**src/rtl/rocfifo_merge_cntrl.sv**
```systemverilog
// Merges one header+payload per enabled ROCFIFO channel into the EW_FIFO, in ascending channel order.
// Tracks EW size/tag/status and pads channels abandoned by the empty-timeout.
module rocfifo_merge_cntrl #(
    parameter int NROCFIFO   = 4,
    parameter int DIGI_BITS  = 32,
    parameter int TAG_BITS   = 20,
    parameter int MAX_BEATS  = 1020,
    parameter int TIMEOUT    = 4096,
    parameter int RESET_WAIT = 240
) (
    input  logic                          serdesclk,
    input  logic                          resetn_serdesclk,
    input  logic [NROCFIFO-1:0]           rocfifo_empty,
    input  logic [NROCFIFO*DIGI_BITS-1:0] rocfifo_data,
    output logic [NROCFIFO-1:0]           rocfifo_re,
    input  logic [NROCFIFO-1:0]           ch_enable,
    input  logic                          ew_fifo_full,
    input  logic                          axi_start_on_serdesclk,
    output logic                          curr_ewfifo_wr,
    output logic                          ew_fifo_we,
    output logic [DIGI_BITS-1:0]          ew_data,
    output logic                          ew_done,
    output logic [11:0]                   ew_size,
    output logic [TAG_BITS-1:0]           ew_tag,
    output logic                          ew_ovfl,
    output logic                          ew_tag_error,
    output logic                          ew_timeout,
    output logic [NROCFIFO-1:0]           ew_ch_missing
);
    localparam int IW = (NROCFIFO > 1) ? $clog2(NROCFIFO) : 1;
    localparam int SW = DIGI_BITS - TAG_BITS;
    localparam int TW = $clog2(TIMEOUT + 1);
    localparam int RW = (RESET_WAIT > 1) ? $clog2(RESET_WAIT + 1) : 1;
    localparam logic [15:0] FWD_LIMIT = 16'(2 * MAX_BEATS);
    localparam logic [15:0] MAXB      = 16'(MAX_BEATS);

    typedef enum logic [2:0] {
        S_RESET, S_IDLE, S_HEADER, S_PAYLOAD, S_PAD, S_NEXT, S_HOLD
    } state_t;

    state_t                r_state, w_state_nxt;
    logic [RW-1:0]         r_rst_cnt;
    logic [NROCFIFO-1:0]   r_en;
    logic [IW-1:0]         r_idx;
    logic [15:0]           r_acc, r_rem, r_fwd;
    logic [TW-1:0]         r_tmo;
    logic                  r_first;
    logic                  r_curr, r_we, r_done, r_ovfl, r_tag_err, r_timeout;
    logic [DIGI_BITS-1:0]  r_data;
    logic [11:0]           r_size;
    logic [TAG_BITS-1:0]   r_tag;
    logic [NROCFIFO-1:0]   r_missing;

    logic [DIGI_BITS-1:0]  w_cur_data;
    logic                  w_cur_empty;
    logic [NROCFIFO-1:0]   w_idx_oh;
    logic                  w_active, w_rd, w_tmo_hit, w_fwd_ok, w_start;
    logic                  w_first_vld, w_first_empty, w_next_vld;
    logic [IW-1:0]         w_first_idx, w_next_idx;
    logic [SW-1:0]         w_hdr_size;
    logic [TAG_BITS-1:0]   w_hdr_tag;
    logic [15:0]           w_beats;

    // Current-channel mux and one-hot select
    always_comb begin
        w_cur_data  = '0;
        w_cur_empty = 1'b1;
        w_idx_oh    = '0;
        for (int i = 0; i < NROCFIFO; i++) begin
            if (r_idx == IW'(i)) begin
                w_cur_data  = rocfifo_data[i*DIGI_BITS +: DIGI_BITS];
                w_cur_empty = rocfifo_empty[i];
                w_idx_oh[i] = 1'b1;
            end
        end
    end

    // Descending scan so the lowest qualifying index wins
    always_comb begin
        w_first_vld   = 1'b0;
        w_first_idx   = '0;
        w_first_empty = 1'b1;
        w_next_vld    = 1'b0;
        w_next_idx    = '0;
        for (int i = NROCFIFO - 1; i >= 0; i--) begin
            if (ch_enable[i]) begin
                w_first_vld   = 1'b1;
                w_first_idx   = IW'(i);
                w_first_empty = rocfifo_empty[i];
            end
            if (r_en[i] && (IW'(i) > r_idx)) begin
                w_next_vld = 1'b1;
                w_next_idx = IW'(i);
            end
        end
    end

    assign w_active   = (r_state == S_HEADER) || (r_state == S_PAYLOAD);
    assign w_rd       = w_active && !w_cur_empty && !ew_fifo_full;
    assign w_tmo_hit  = w_active && w_cur_empty && !ew_fifo_full && (r_tmo == TW'(TIMEOUT - 1));
    assign w_fwd_ok   = (r_fwd < FWD_LIMIT);
    assign w_start    = w_first_vld && !w_first_empty;
    assign w_hdr_size = w_cur_data[DIGI_BITS-1:TAG_BITS];
    assign w_hdr_tag  = w_cur_data[TAG_BITS-1:0];
    assign w_beats    = {1'b0, r_acc[15:1]};
    assign rocfifo_re = w_idx_oh & {NROCFIFO{w_rd}};

    always_comb begin
        w_state_nxt = r_state;
        case (r_state)
            S_RESET:   if (int'(r_rst_cnt) >= RESET_WAIT - 1) w_state_nxt = S_IDLE;
            S_IDLE:    if (w_start) w_state_nxt = S_HEADER;
            S_HEADER: begin
                if (w_rd)           w_state_nxt = (w_hdr_size == '0) ? S_NEXT : S_PAYLOAD;
                else if (w_tmo_hit) w_state_nxt = S_NEXT;
            end
            S_PAYLOAD: begin
                if (w_rd && r_rem == 16'd1) w_state_nxt = S_NEXT;
                else if (w_tmo_hit)         w_state_nxt = S_PAD;
            end
            S_PAD:     if (!ew_fifo_full && r_rem == 16'd1) w_state_nxt = S_NEXT;
            S_NEXT:    w_state_nxt = w_next_vld ? S_HEADER : S_HOLD;
            S_HOLD:    if (axi_start_on_serdesclk) w_state_nxt = S_IDLE;
            default:   w_state_nxt = S_RESET;
        endcase
    end

    always_ff @(posedge serdesclk or negedge resetn_serdesclk) begin
        if (!resetn_serdesclk) r_state <= S_RESET;
        else                   r_state <= w_state_nxt;
    end

    always_ff @(posedge serdesclk or negedge resetn_serdesclk) begin
        if (!resetn_serdesclk) begin
            r_rst_cnt <= '0;
            r_en      <= '0;
            r_idx     <= '0;
            r_acc     <= '0;
            r_rem     <= '0;
            r_fwd     <= '0;
            r_tmo     <= '0;
            r_first   <= 1'b0;
            r_curr    <= 1'b1;
            r_we      <= 1'b0;
            r_done    <= 1'b0;
            r_data    <= '0;
            r_size    <= '0;
            r_tag     <= '0;
            r_ovfl    <= 1'b0;
            r_tag_err <= 1'b0;
            r_timeout <= 1'b0;
            r_missing <= '0;
        end else begin
            r_we   <= 1'b0;
            r_done <= 1'b0;
            // Empty-cycle counter; frozen while the EW_FIFO is full
            if (w_active) begin
                if (w_rd || w_tmo_hit)              r_tmo <= '0;
                else if (!ew_fifo_full && w_cur_empty) r_tmo <= r_tmo + 1'b1;
                if (w_tmo_hit) begin
                    r_timeout <= 1'b1;
                    r_missing <= r_missing | w_idx_oh;
                end
            end
            case (r_state)
                S_RESET: r_rst_cnt <= r_rst_cnt + 1'b1;
                S_IDLE: begin
                    if (w_start) begin
                        r_en      <= ch_enable;
                        r_idx     <= w_first_idx;
                        r_curr    <= ~r_curr;
                        r_acc     <= '0;
                        r_fwd     <= '0;
                        r_tmo     <= '0;
                        r_first   <= 1'b1;
                        r_size    <= '0;
                        r_ovfl    <= 1'b0;
                        r_tag_err <= 1'b0;
                        r_timeout <= 1'b0;
                        r_missing <= '0;
                    end
                end
                S_HEADER: begin
                    if (w_rd) begin
                        if (r_first) begin
                            r_tag   <= w_hdr_tag;
                            r_first <= 1'b0;
                        end else if (w_hdr_tag != r_tag) begin
                            r_tag_err <= 1'b1;
                        end
                        r_acc <= r_acc + 16'(w_hdr_size);
                        r_rem <= 16'(w_hdr_size);
                    end
                end
                S_PAYLOAD: begin
                    if (w_rd) begin
                        r_rem <= r_rem - 1'b1;
                        if (w_fwd_ok) begin
                            r_we   <= 1'b1;
                            r_data <= w_cur_data;
                            r_fwd  <= r_fwd + 1'b1;
                        end
                    end
                end
                S_PAD: begin
                    if (!ew_fifo_full) begin
                        r_rem <= r_rem - 1'b1;
                        if (w_fwd_ok) begin
                            r_we   <= 1'b1;
                            r_data <= '0;
                            r_fwd  <= r_fwd + 1'b1;
                        end
                    end
                end
                S_NEXT: begin
                    if (w_next_vld) begin
                        r_idx <= w_next_idx;
                        r_tmo <= '0;
                    end else begin
                        r_size <= (w_beats > MAXB) ? MAXB[11:0] : w_beats[11:0];
                        r_ovfl <= (w_beats > MAXB);
                        r_done <= 1'b1;
                    end
                end
                default: ;
            endcase
        end
    end

    assign curr_ewfifo_wr = r_curr;
    assign ew_fifo_we     = r_we;
    assign ew_data        = r_data;
    assign ew_done        = r_done;
    assign ew_size        = r_size;
    assign ew_tag         = r_tag;
    assign ew_ovfl        = r_ovfl;
    assign ew_tag_error   = r_tag_err;
    assign ew_timeout     = r_timeout;
    assign ew_ch_missing  = r_missing;

endmodule

```
**config.mk**
```make
export PLATFORM = sky130hd
export DESIGN_NAME = rocfifo_merge_cntrl
export DESIGN_NICKNAME = d
export VERILOG_FILES = /design/src/rtl/rocfifo_merge_cntrl.sv
export SDC_FILE = /design/constraint.sdc
export NUM_CORES = 1
export LEC_CHECK = 0
export ABC_CLOCK_PERIOD_IN_PS = 3400
export BUFFER_PORTS_ARGS = -buffer_cell sky130_fd_sc_hd__buf_2
export CAP_MARGIN = 10
export CORE_ASPECT_RATIO = 1.1
export CORE_UTILIZATION = 33
export DETAILED_ROUTE_END_ITERATION = 8
export HOLD_SLACK_MARGIN = 0.1
export SLEW_MARGIN = 20
export SYNTH_ARGS = -nofsm -noshare
export SYNTH_HDL_FRONTEND = slang
export SYNTH_SLANG_ARGS = --single-unit
```
**constraint.sdc**
```tcl
create_clock -name serdesclk -period 3.4 [get_ports serdesclk]
set_input_delay 0.17 -clock serdesclk [delete_from_list [all_inputs] [get_ports serdesclk]]
set_output_delay 0.17 -clock serdesclk [all_outputs]
set_load 0.01 [all_outputs]
```
* Yosys cells after proc, flatten, opt, wreduce, memory -nomap -nowiden *
Index checks and enable logic that the tools add are counted.

storage, ports and cells
  bits in registers = 153
  input port bits = 140
  output and inout port bits = 78

operators by class
  add/subtract/negate cells = 5
  magnitude comparators = 7
  equal/unequal tests = 27
  mux-type cells = 96
  bitwise logic cells = 3
  reduce and logical (&&, ||, !) cells = 36

operators by type and width
  kind                     count
  $mux W32                 8
  $mux W16                 8
  $pmux W16 S3             2
  $mux W13                 5
  $pmux W32 S2             1
  $mux W1                  36
  $mux W12                 3
  $pmux W16 S2             1
  $mux W3                  10
  $pmux W13 S2             1
  $ne A2 B2 Y1 const B     12
  $pmux W12 S2             1
  $pmux W3 S7              1
  $mux W2                  10
  $ne A20 B20 Y1           1
  $add A16 B1 Y16 const B  1
  $add A16 B12 Y16         1
  $eq A16 B1 Y1 const B    1
  $lt A16 B11 Y1 const B   1
  $mux W4                  4
  $sub A16 B1 Y16 const B  1
  $gt A15 B10 Y1 const B   1
  $add A13 B1 Y13 const B  1
  $eq A13 B12 Y1 const B   1
  30 further kinds         62

* Depth between registers and ports, before layout *
Gate-level depths: netlist of the first run.

  depth after elaboration = 13
  gate-level depth with buffers = 11
  depth with buffers taken out = 9

* Worst setup path before layout of the first run *
OpenSTA, ideal clock, no wires.

  kind = reg2reg
  start = reg r_idx[1]
  end = reg r_acc[14]
  data arrival time = 2,903 ps
  data required time = 3,322 ps
  slack = 419 ps
  cell stages (with the launch flop) = 11
  buffers on the path = 2
  period minus slack after synthesis = 2,981 ps
  path through = dfrtp_1 clkbuf_1 clkbuf_1 mux4_2 ha_1 nand3_1 a211oi_1 a211oi_1 o22a_1 or3_1 a21oi_1

on the way
  longest elaborated chain between the ends = 10

RTL lines
  element                                                    line  RTL
  start, declared                                            44    logic [IW-1:0] r_idx;
  start signal, assigned                                     170   r_idx <= w_first_idx;
  start signal, assigned                                     217   r_idx <= w_next_idx;
  branches (longest 10 deep; another with $add A16 B12 Y16)  n/a
  end signal, assigned                                       191   r_acc <= r_acc + 16'(w_hdr_size);
  end, declared                                              45    logic [15:0] r_acc, r_rem, r_fwd;

Parallel ways; which one is timed is not known. The select of a mux whose other input is x is not followed.
A chain may end at the register's enable or synchronous reset.

* Worst setup path after layout of the first run *
  start = reg r_idx[0]
  end = reg r_acc[13]

Same word-level chain as after synthesis.

==> qor.txt, run 1 <==
# IOs: 218
CP arrival: 3450 ps
Number of H-tree branching levels: 4
Total wire length: 27270 um
FFs w/ async S/R, synth: 100.0%
Number of inserted filler cells in the final layout: 2526
Post-CTS clock slew at the launch and capture registers of the worst setup and hold paths: 60 ps
Post-Route Utilization: 42.36%
Leading post-synthesis cells by cell area: dfrtp_1 (44%), nand2_1 (6.6%), o21ai_0 (5.5%)
Summed instance area of the synthesized netlist: 8576 um2
Sequential area share after synthesis: 44.37%
Worst hold slack after final layout: 107.9 ps
Number of antenna-violating nets in the routed design: 0
FF-to-FF Start: r_idx[0]$_DFFE_PN0P_
Critical Setup Path Class: reg2reg
Average cell area after synthesis: 9.414 um2
Hold Path Sink: r_state[2]$_DFFE_PN0P_
Global-route wire length before repair: 43210 um
Power density normalized to cell area: 893.2 nW/um2
Total number of clock tree sinks: 152
Residual overflow from global routing: 0
Sequential fraction of design power: 32.3%
Growth of design area from synthesis to finish: 25.53%
Period utilization: 91.20%
MaxCap Viol Count: 0
Kind of launch point of the worst setup path: register
CTS Buffer Depth: 2
Number of global-route vias before repair: 7607
Placeable core area: 25420 um2
Combinational share of power: 45.5%
Nets@finish: 1281
Depth of the worst register-to-register path: 9
Number of buffer cells added on primary ports: 217
Clock Latency Late Sink: 440 ps
Number of register bits inferred by synthesis: 152
Most used DFF post-synth: dfrtp_1
Required time at the endpoint of the critical path: 3750 ps
Maximum vdd ir drop: 0.4496 mV
Post-DP HPWL: 20910 um
Final number of max-transition violations: 0
Sequence of cells on the critical path: buf_4 -> mux4_2 -> ha_1 -> a21oi_1 -> o21ai_0 -> a21o_1 -> a21oi_1 -> or3_1 -> a21oi_1
Result of the run: complete, no violations
Number of detailed-routing iterations run before antenna repair: 4
Part of the power in the clock network: 22.3%
Inserted Clock Buffers: 17
Worst setup slack for register-to-register paths: 300 ps
Pin count of the biggest net entering global routing: 92
Timing-limited maximum frequency: 322.5 MHz
Hold path startpoint: axi_start_on_serdesclk
Setup Viol. Count Final: 0
Count of endpoints failing hold in the final timing report: 0
Last weighted congestion value of the routability-driven placer: 0.8379
Crit-path slowest cell: dfrtp_4
Area fraction of the dominant cell type after synthesis: 44.06%
Leakage power figure: 5.186 nW
Initial core utilization: 33.74%
Rel. slew slack: 28.19%
Worst setup EP type: register
Type of the most critical hold path: in2reg
Initial antenna violation count: 8
GRT Overall Usage: 21.37%
Die width: 155.7 um
Detailed-route vias per instance: 5.188
Buffer type at the clock tree root: clkbuf_16
Cell area after placement: 10060 um2
DRC errors left: 0
CTS tree: done
Number of instances in the synthesized netlist: 911
Internal power component: 0.005624 W
Sw Pwr: 0.003992 W
Worst Skew: 13.40 ps
Layout cell share with drive strength beyond 1: 27.65%
Library cell occupying the most area in the post-synthesis netlist: dfrtp_1
Number of distinct library cells after synthesis: 61
# rows: 61
Sum of negative setup slack: 0 ps
Number of flops mapped to enable cells by yosys: 0
Design area: 10770 um2
Post-synth net total: 1072
Worst hold path cell count: 4
Critical Path Most Common Cell: a21oi_1
Unrepaired setup endpoints after global routing: false
Transition time of the tightest slew-check pin: 1070 ps
DRT iter0 DRCs: 483
Min Tclk post-route: 3101 ps
Worst-path fanout max: 27
Maximum single-stage delay on the critical path: 640 ps
Reg-to-reg critical path endpoint: r_acc[13]$_DFFE_PN0P_
Switching Fraction: 41.52%
Total Die Area: 26640 um2
Via count: 7678
Count of warnings emitted by yosys: 0
Die Span Y: 171.1 um
Detailed-route wire length per cell: 18.43 um
==> synth_stat cells, drive strengths merged, types with 4 or more instances <==
cell type	count
dfrtp	151
nand2	151
o21ai	94
nor2	67
a21oi	40
clkbuf	37
xnor2	37
nand3	33
mux2i	27
xor2	23
ha	20
mux4	19
mux2	17
nor3	17
o31ai	17
inv	15
nor4	12
a31oi	11
buf	11
or3	9
and2	8
nand4	8
o21a	8
a211oi	7
a21o	6
nor2b	6
and3	5
nand2b	5
or4	5
and4	4
==> power groups by stage <==
stage,Combinational [W],Clock (W),Sequential (W)
floorplan,0.00304,0,0.00300
global placement,0.00433,0,0.00311
detailed placement,0.00438,0,0.00312
CTS,0.00439,0.00218,0.00310
global route,0.00487,0.00226,0.00320
finish,0.00437,0.00214,0.00310
==> placed cells by master (no fill, tap or decap), types with 5 or more instances in the layout <==
cell / n
a211oi_1: 7
a21o_1: 6
a21oi_1: 40
a31oi_1: 10
and2_1: 8
and3_1: 5
buf_2: 216
buf_4: 16
bufinv_16: 5
clkbuf_16: 17
dfrtp_1: 149
ha_1: 20
inv_1: 15
mux2_2: 17
mux2i_1: 27
mux4_2: 19
nand2_1: 151
nand2b_1: 5
nand3_1: 33
nand4_1: 8
nor2_1: 65
nor2b_1: 6
nor3_1: 16
nor4_1: 12
o21a_1: 8
o21ai_0: 93
o31ai_1: 17
or3_1: 9
or4_1: 5
xnor2_1: 37
xor2_1: 23
==> cells by family (layout without fill, tap and decap cells) <==
group	Yosys count	count (layout)	synth area share [%]
simple gates	341	341	18.30
compound gates	211	211	14.69
flops	152	152	44.37
mux	63	63	10.37
buf+inv	63	284	2.991
xor+xnor	60	60	6.128
fa+ha+maj	21	21	3.151
other cells	0	2	0
==> registers in the layout (all words and copies together) (netlist names), 2 cells and up <==
name	cells
r_rst_cnt	8
r_en	3
ew_size	12
ew_data	32
r_acc	16
ew_ch_missing	4
r_tmo	13
r_rem	16
r_fwd	16
r_state	3
ew_tag	20
r_idx	2
==> critical path: cells and delay by family (launching register included) <==
family          cells  cell delay (ps)
simple gates        1              350
fa+ha+maj           1              310
mux                 1              460
buf+inv             1              460
compound gates      5              800
flops               1              640
==> per-stage QoR <==
step / power, W / setup WS, ps / std cells
after floorplan: 0.006037 / 419.1 / 911
after global placement: 0.007439 / 352.6 / 1443
after detailed placement: 0.007495 / 317.1 / 1443
after CTS: 0.009666 / 300.3 / 1478
after global routing: 0.01034 / 111.9 / 1479
final: 0.009616 / 299.3 / 1480
==> repair_timing <==
item                                   CTS  global route
setup buffers                            0             0
endpoints found under the hold margin   92             0
gates resized for setup                  0             0
hold buffers                             4             0
==> layout make-up <==
type	instances	area, um2	share of cell area (%)
tap	346	432.9	4.021
clock buffer	21	470.5	4.370
inverter	15	56.30	0.5230
sequential	152	3810	35.39
multi-input combinational	696	4527	42.05
timing repair buffer	238	1272	11.82
clock inverter	10	191.4	1.778
antenna	2	5.005	0.04649
==> per-layer routing <==
metal  global-route usage, %  vias up  wire (um)
met4                   7.587        8        599
met2                   36.81      241      13450
met5                       0        -         46
li1                        -     3669          -
met3                   5.902       35       1852
met1                   25.46     3725      11320
==> how the worst max path moves through the flow <==
stage	start	endpoint	slack (ps)
3_3_place_gp	r_idx[0]$_DFFE_PN0P_	r_acc[14]$_DFFE_PN0P_	350
6_report	r_idx[0]$_DFFE_PN0P_	r_acc[13]$_DFFE_PN0P_	300
4_1_cts	r_idx[0]$_DFFE_PN0P_	r_acc[13]$_DFFE_PN0P_	300
2_1_floorplan	r_idx[1]$_DFFE_PN0P_	r_acc[14]$_DFFE_PN0P_	420
3_5_place_dp	r_idx[0]$_DFFE_PN0P_	r_acc[13]$_DFFE_PN0P_	320
5_1_grt	r_idx[0]$_DFFE_PN0P_	r_acc[13]$_DFFE_PN0P_	110
Power figures use the tool's default switching activity.
==> inputs of run 2 (changes only) <==
PLACE_DENSITY_LB_ADDON = 0.15   (was not set)
==> run 2 against run 1 <==
Routed wire length decreased by 3.1%. Fmax increased by 2.3%. Global-route usage decreased by 0.66 points. Combinational power about the same. Clock skew increased by 1.3 ps. Register-to-register slack improved by 70 ps. Die area unchanged. Via count decreased by 1.8%. Highest routed layer unchanged. Sequential cell count unchanged.
==> qor.txt, run 2 (synthesis gave the netlist of run 1 again) <==
Detailed-route vias per instance: 5.075 (-2.2%)
Total wire length: 26430 um (-3.1%)
Max reg flops: 32 (unchanged)
Reg-to-reg critical path endpoint: r_acc[13]$_DFFE_PN0P_
# rows: 61 (unchanged)
Worst setup slack for register-to-register paths: 370 ps (+70 ps)
Clock Latency Late Sink: 430 ps (about the same)
Min Tclk post-route: 3031 ps (-69.24 ps)
Worst-path fanout max: 20 (-26%)
DRC errors left: 0 (unchanged)
Global-route wire length before repair: 41790 um (-3.3%)
Initial core utilization: 33.74% (unchanged)
Layout cell share with drive strength beyond 1: 27.84% (+0.19 points)
Last weighted congestion value of the routability-driven placer: 0.8592 (+2.5%)
Critical path origin: r_idx[0]$_DFFE_PN0P_
Post-Route Utilization: 42.14% (-0.22 points)
Inserted Clock Buffers: 17 (unchanged)
CTS Buffer Depth: 2 (unchanged)
Transition time of the tightest slew-check pin: 813.6 ps (-256.5 ps)
Total number of clock tree sinks: 152 (unchanged)
Count of endpoints failing hold in the final timing report: 0 (unchanged)
Design area: 10710 um2 (-0.51%)
GRT Overall Usage: 20.71% (-0.66 points)
Result of the run: complete, no violations
# IOs: 218 (unchanged)
Pin count of the biggest net entering global routing: 81 (-12%)
Commonest cells after routing, fill and taps aside: buf_2 (216), nand2_1 (151), dfrtp_1 (149)
Unrepaired setup endpoints after global routing: false
MaxCap Viol Count: 0 (unchanged)
Post-CTS clock slew at the launch and capture registers of the worst setup and hold paths: 60 ps (about the same)
Required time at the endpoint of the critical path: 3750 ps (about the same)
Cell area after placement: 10070 um2 (about the same)
Number of global-route vias before repair: 7414 (-2.5%)
Type of the most critical hold path: in2reg
Kind of launch point of the worst setup path: register
Sum of negative setup slack: 0 ps (unchanged)
Setup Viol. Count Final: 0 (unchanged)
Total Die Area: 26640 um2 (unchanged)
Period utilization: 89.16% (-2.0 points)
Detailed-route wire length per cell: 17.80 um (-3.4%)
Buffer type at the clock tree root: clkbuf_16
Post-DP HPWL: 20070 um (-4.0%)
Depth of the worst register-to-register path: 8 (-1)
Worst setup EP type: register
Power density normalized to cell area: 873.5 nW/um2 (-2.2%)
Number of inserted filler cells in the final layout: 2606 (+3.2%)
CP arrival: 3380 ps (-70 ps)
Number of buffer cells added on primary ports: 217 (unchanged)
DRT iter0 DRCs: 485 (+0.41%)
Number of detailed-routing iterations run before antenna repair: 5 (+1)
Setup Buffers After CTS: 0 (unchanged)
Residual overflow from global routing: 0 (unchanged)
Leakage power figure: 5.157 nW (-0.57%)
CTS tree: done
Growth of design area from synthesis to finish: 24.89%
Number of H-tree branching levels: 4 (unchanged)
Nets@finish: 1283 (+0.16%)
Timing-limited maximum frequency: 329.9 MHz (+2.3%)
Placeable core area: 25420 um2 (unchanged)
# resized after CTS: 0 (unchanged)
Worst Skew: 14.71 ps (+1.314 ps)
Most common cell after layout, fill and taps aside: buf_2
Number of antenna-violating nets in the routed design: 0 (unchanged)
Via count: 7537 (-1.8%)
Die width: 155.7 um (unchanged)
FF-to-FF Start: r_idx[0]$_DFFE_PN0P_
Rel. slew slack: 45.76% (+18 points)
Die Span Y: 171.1 um (unchanged)
Maximum vdd ir drop: 0.3825 mV (-15%)
Last element of the critical path: r_acc[13]$_DFFE_PN0P_
Critical Setup Path Class: reg2reg
Final number of max-transition violations: 0 (unchanged)
Initial antenna violation count: 9 (+1)
Worst hold slack after final layout: 151.0 ps (+43.18 ps)
==> run 2: cell types whose count changed in the layout (fill, tap and decap cells not counted), sizes merged <==
cell and delta:
buf +1, bufinv -4, clkbuf -1, clkinv +2, clkinvlp +1, diode +2, dlygate4sd3 +1, inv +3
==> run 2: how the worst min path moves through the flow <==
| stage | slack (ps) | depth (start not counted) | end | from |
|---|---|---|---|---|
| after global placement | 270 | 1 | ew_size[3]$_DFFE_PN0P_ | resetn_serdesclk |
| after floorplan | -130 | 0 | ew_ch_missing[0]$_DFF_PN0_ | resetn_serdesclk |
| after CTS | 140 | 3 | r_idx[0]$_DFFE_PN0P_ | ch_enable[0] |
| after detailed placement | 270 | 1 | ew_size[3]$_DFFE_PN0P_ | resetn_serdesclk |
| final | 150 | 3 | r_idx[0]$_DFFE_PN0P_ | ch_enable[0] |
| after global routing | 160 | 3 | r_idx[0]$_DFFE_PN0P_ | ch_enable[0] |
==> run 2: through the flow <==
stage | std cells | setup slack [ps] | total power [W]
after floorplan | 911 | 419.1 | 0.006037
after global placement | 1444 | 364.4 | 0.007517
after detailed placement | 1444 | 342.3 | 0.007533
after CTS | 1481 | 342.9 | 0.009434
after global routing | 1482 | 167.6 | 0.01014
final | 1485 | 368.5 | 0.009356
==> run 2: cell type report <==
type                            count  area, um2  area share (%)
Multi-Input combinational cell    696       4539           42.38
Clock inverter                     12      115.1           1.075
Inverter                           15      56.30          0.5257
Timing Repair Buffer              240       1290           12.04
Antenna cell                        4      10.01         0.09346
Tap cell                          346      432.9           4.042
Sequential cell                   152       3810           35.57
Clock buffer                       20      456.7           4.264
==> run 2: layer usage <==
| layer | vias to the layer above | part of all wire, % | routed length (um) | GRT usage (%) |
|---|---|---|---|---|
| met4 | 10 | 1.2 | 329 | 5.413 |
| met5 | - | 0.26 | 69 | 0 |
| met2 | 225 | 48 | 12610 | 34.08 |
| li1 | 3680 | - | - | - |
| met3 | 30 | 6.3 | 1660 | 5.446 |
| met1 | 3592 | 44 | 11760 | 26.90 |
==> run 2: repair_timing <==
| action | 4_1_cts | 5_1_grt |
|---|---|---|
| hold buffers | 5 | 0 |
| endpoints found under the setup margin | 0 | 0 |
| endpoints found under the hold margin | 81 | 0 |
==> run 2: critical path, cell delays in order (launching register included) <==
cell and delay, ps:
dfrtp_4 660, mux4_2 630, ha_1 420, a21oi_1 130
a21oi_1 280, and4_1 230, a21oi_1 90, or3_1 350
a21oi_1 140
==> run 2: power by group <==
part           internal, W  leakage, nW  switching, W
Sequential         0.00241         1.98      0.000684
Clock              0.00106        0.274      0.000814
Combinational      0.00186         2.90       0.00253
Total              0.00533         5.16       0.00403
==> inputs of run 3 (changes only) <==
--- a/constraint.sdc
+++ b/constraint.sdc
@@ -3,2 +3,2 @@
 set_output_delay 0.17 -clock serdesclk [all_outputs]
-set_load 0.01 [all_outputs]
+set_load 0.1 [all_outputs]
==> run 3 against run 2 <==
Critical path depth did not move. Setup slack got worse by 50 ps. Sequential share of layout area fell by 0.25 points. Fmax fell by 1.6%. Via count rose by 0.15%. Sequential power barely moved. Final cell count did not move. Hold slack got worse by 2.6 ps. Largest cell class unchanged. Largest power group unchanged.
==> qor.txt, run 3 (synthesis gave the netlist of run 1 again) <==
Residual overflow from global routing: 0 (unchanged)
Kind of launch point of the worst setup path: register
Sequence of cells on the critical path: mux4_2 -> ha_1 -> a21oi_1 -> a21oi_1 -> and4_1 -> a21oi_1 -> or3_1 -> a21oi_1
GRT Overall Usage: 20.98% (+0.27 points)
Maximum single-stage delay on the critical path: 680 ps (+20 ps)
Nets@finish: 1284 (+0.078%)
Timing-limited maximum frequency: 324.5 MHz (-1.6%)
Pin count of the biggest net entering global routing: 97 (+20%)
Result of the run: complete, no violations
Layout cell share with drive strength beyond 1: 27.84% (unchanged)
Number of buffer cells added on primary ports: 217 (unchanged)
CTS Buffer Depth: 2 (unchanged)
Number of detailed-routing iterations run before antenna repair: 5 (unchanged)
Number of inserted filler cells in the final layout: 2578 (-1.1%)
Min Tclk post-route: 3082 ps (+50.26 ps)
Leakage power figure: 5.195 nW (+0.74%)
Initial core utilization: 33.74% (unchanged)
Number of antenna-violating nets in the routed design: 0 (unchanged)
CP arrival: 3430 ps (+50 ps)
Period utilization: 90.64% (+1.5 points)
Total wire length: 26780 um (+1.3%)
Critical Setup Path Class: reg2reg
Sum of negative setup slack: 0 ps (unchanged)
Global-route wire length before repair: 42410 um (+1.5%)
# IOs: 218 (unchanged)
Commonest cells after routing, fill and taps aside: buf_2 (216), nand2_1 (151), dfrtp_1 (149)
Detailed-route wire length per cell: 18.04 um (+1.3%)
MaxCap Viol Count: 0 (unchanged)
Worst Skew: 12.89 ps (-1.827 ps)
Area of combinational cells with multiple inputs: 4536 um2 (about the same)
Final number of max-transition violations: 0 (unchanged)
Maximum vdd ir drop: 0.6379 mV (+67%)
Crit-path slowest cell: dfrtp_4
Post-CTS clock slew at the launch and capture registers of the worst setup and hold paths: 60 ps (about the same)
Critical Path Most Common Cell: a21oi_1
Unrepaired setup endpoints after global routing: false
Die width: 155.7 um (unchanged)
Rel. slew slack: 35.77% (-10 points)
Post-DP HPWL: 20270 um (+1.0%)
Inserted Clock Buffers: 17 (unchanged)
Number of H-tree branching levels: 4 (unchanged)
Total Die Area: 26640 um2 (unchanged)
Number of global-route vias before repair: 7572 (+2.1%)
DRT iter0 DRCs: 382 (-21%)
Required time at the endpoint of the critical path: 3740 ps (about the same)
Placeable core area: 25420 um2 (unchanged)
Area of all sequential standard cells: 3810 um2 (unchanged)
Type of the most critical hold path: in2reg
Power density normalized to cell area: 1108 nW/um2 (+27%)
CTS tree: done
Via count: 7548 (+0.15%)
Most common cell after layout, fill and taps aside: buf_2
Max reg flops: 32 (unchanged)
Detailed-route vias per instance: 5.083 (+0.15%)
Clock Latency Late Sink: 430 ps (about the same)
Die Span Y: 171.1 um (unchanged)
Buffer type at the clock tree root: clkbuf_16
Initial antenna violation count: 7 (-2)
Worst setup EP type: register
Setup Viol. Count Final: 0 (unchanged)
Worst-path fanout max: 20 (unchanged)
Total number of clock tree sinks: 152 (unchanged)
DRC errors left: 0 (unchanged)
Transition time of the tightest slew-check pin: 963.5 ps (+149.9 ps)
# rows: 61 (unchanged)
Growth of design area from synthesis to finish: 25.78%
Post-Route Utilization: 42.44% (+0.30 points)
Count of endpoints failing hold in the final timing report: 0 (unchanged)
Last weighted congestion value of the routability-driven placer: 0.8257 (-3.9%)
run 3: cell types whose count changed in the layout (fill, tap and decap cells not counted), sizes merged:
cell / change
bufinv: +3
clkbuf: -2
buf: +1
clkinv: -1
clkinvlp: -1
run 3: per-stage QoR:
step	instance area, um2	hold WS (ps)	worst slack, ps	power [W]	std cells
finish	10790	148.5	318.2	0.01195	1485
global route	10780	172.6	138.3	0.01271	1483
CTS	10770	134.4	325.0	0.01203	1481
detailed placement	10090	341.2	368.7	0.009916	1445
global placement	10090	349.4	392.2	0.009883	1445
floorplan	8576	-125.6	-290.3	0.008351	911
run 3: power by group:
group | switching [W] | leakage, nW | internal (W) | total, W
clock | 0.000816 | 0.304 | 0.00126 | 0.00207
sequential | 0.000685 | 1.98 | 0.00241 | 0.00309
combinational | 0.00490 | 2.91 | 0.00188 | 0.00678
total | 0.00640 | 5.20 | 0.00555 | 0.0119
run 3: path summary, 6_finish.rpt:
path                                         endpoint  cells past startpoint  slack [ps]                  from
min in group asynchronous     ew_size[10]$_DFFE_PN0P_                      2         370      resetn_serdesclk
max reg2reg                     r_acc[13]$_DFFE_PN0P_                      8         320  r_idx[0]$_DFFE_PN0P_
max                             r_acc[13]$_DFFE_PN0P_                      8         320  r_idx[0]$_DFFE_PN0P_
min reg2reg                       ew_ovfl$_DFFE_PN0P_                      2         470   ew_ovfl$_DFFE_PN0P_
min                              r_idx[0]$_DFFE_PN0P_                      3         150          ch_enable[0]
max in group asynchronous  curr_ewfifo_wr$_DFFE_PN1P_                      3        2020      resetn_serdesclk
run 3: cell type report:
class                      instances  area share, %
clock inverter                    13          1.786
clock buffer                      18          4.071
antenna                            4        0.09280
tap                              346          4.013
inverter                          15         0.5220
multi-input combinational        696          42.05
sequential                       152          35.32
timing repair buffer             241          12.14
run 3: metal layers:
| layer | vias to the layer above | track usage (%) | wire [um] |
|---|---|---|---|
| met5 | - | 0 | 41 |
| li1 | 3673 | - | - |
| met2 | 240 | 34.94 | 12870 |
| met4 | 6 | 6.010 | 419 |
| met1 | 3594 | 26.39 | 11710 |
| met3 | 35 | 6.028 | 1740 |
run 3: timing repair:
action                                 CTS  global route
buffers inserted                         0             0
setup endpoints to repair                0             0
endpoints found under the hold margin   98             0
gates resized for setup                  0             0
hold buffers                             5             0
run 3: critical path: cells and delay by family, from the launching register on:
kind,cells,cell delay [ps]
adder cells (fa/ha/maj),1,420
multiplexers,1,640
AO/OA/AOI/OAI,4,650
flip-flops,1,680
AND/OR/NAND/NOR,2,600
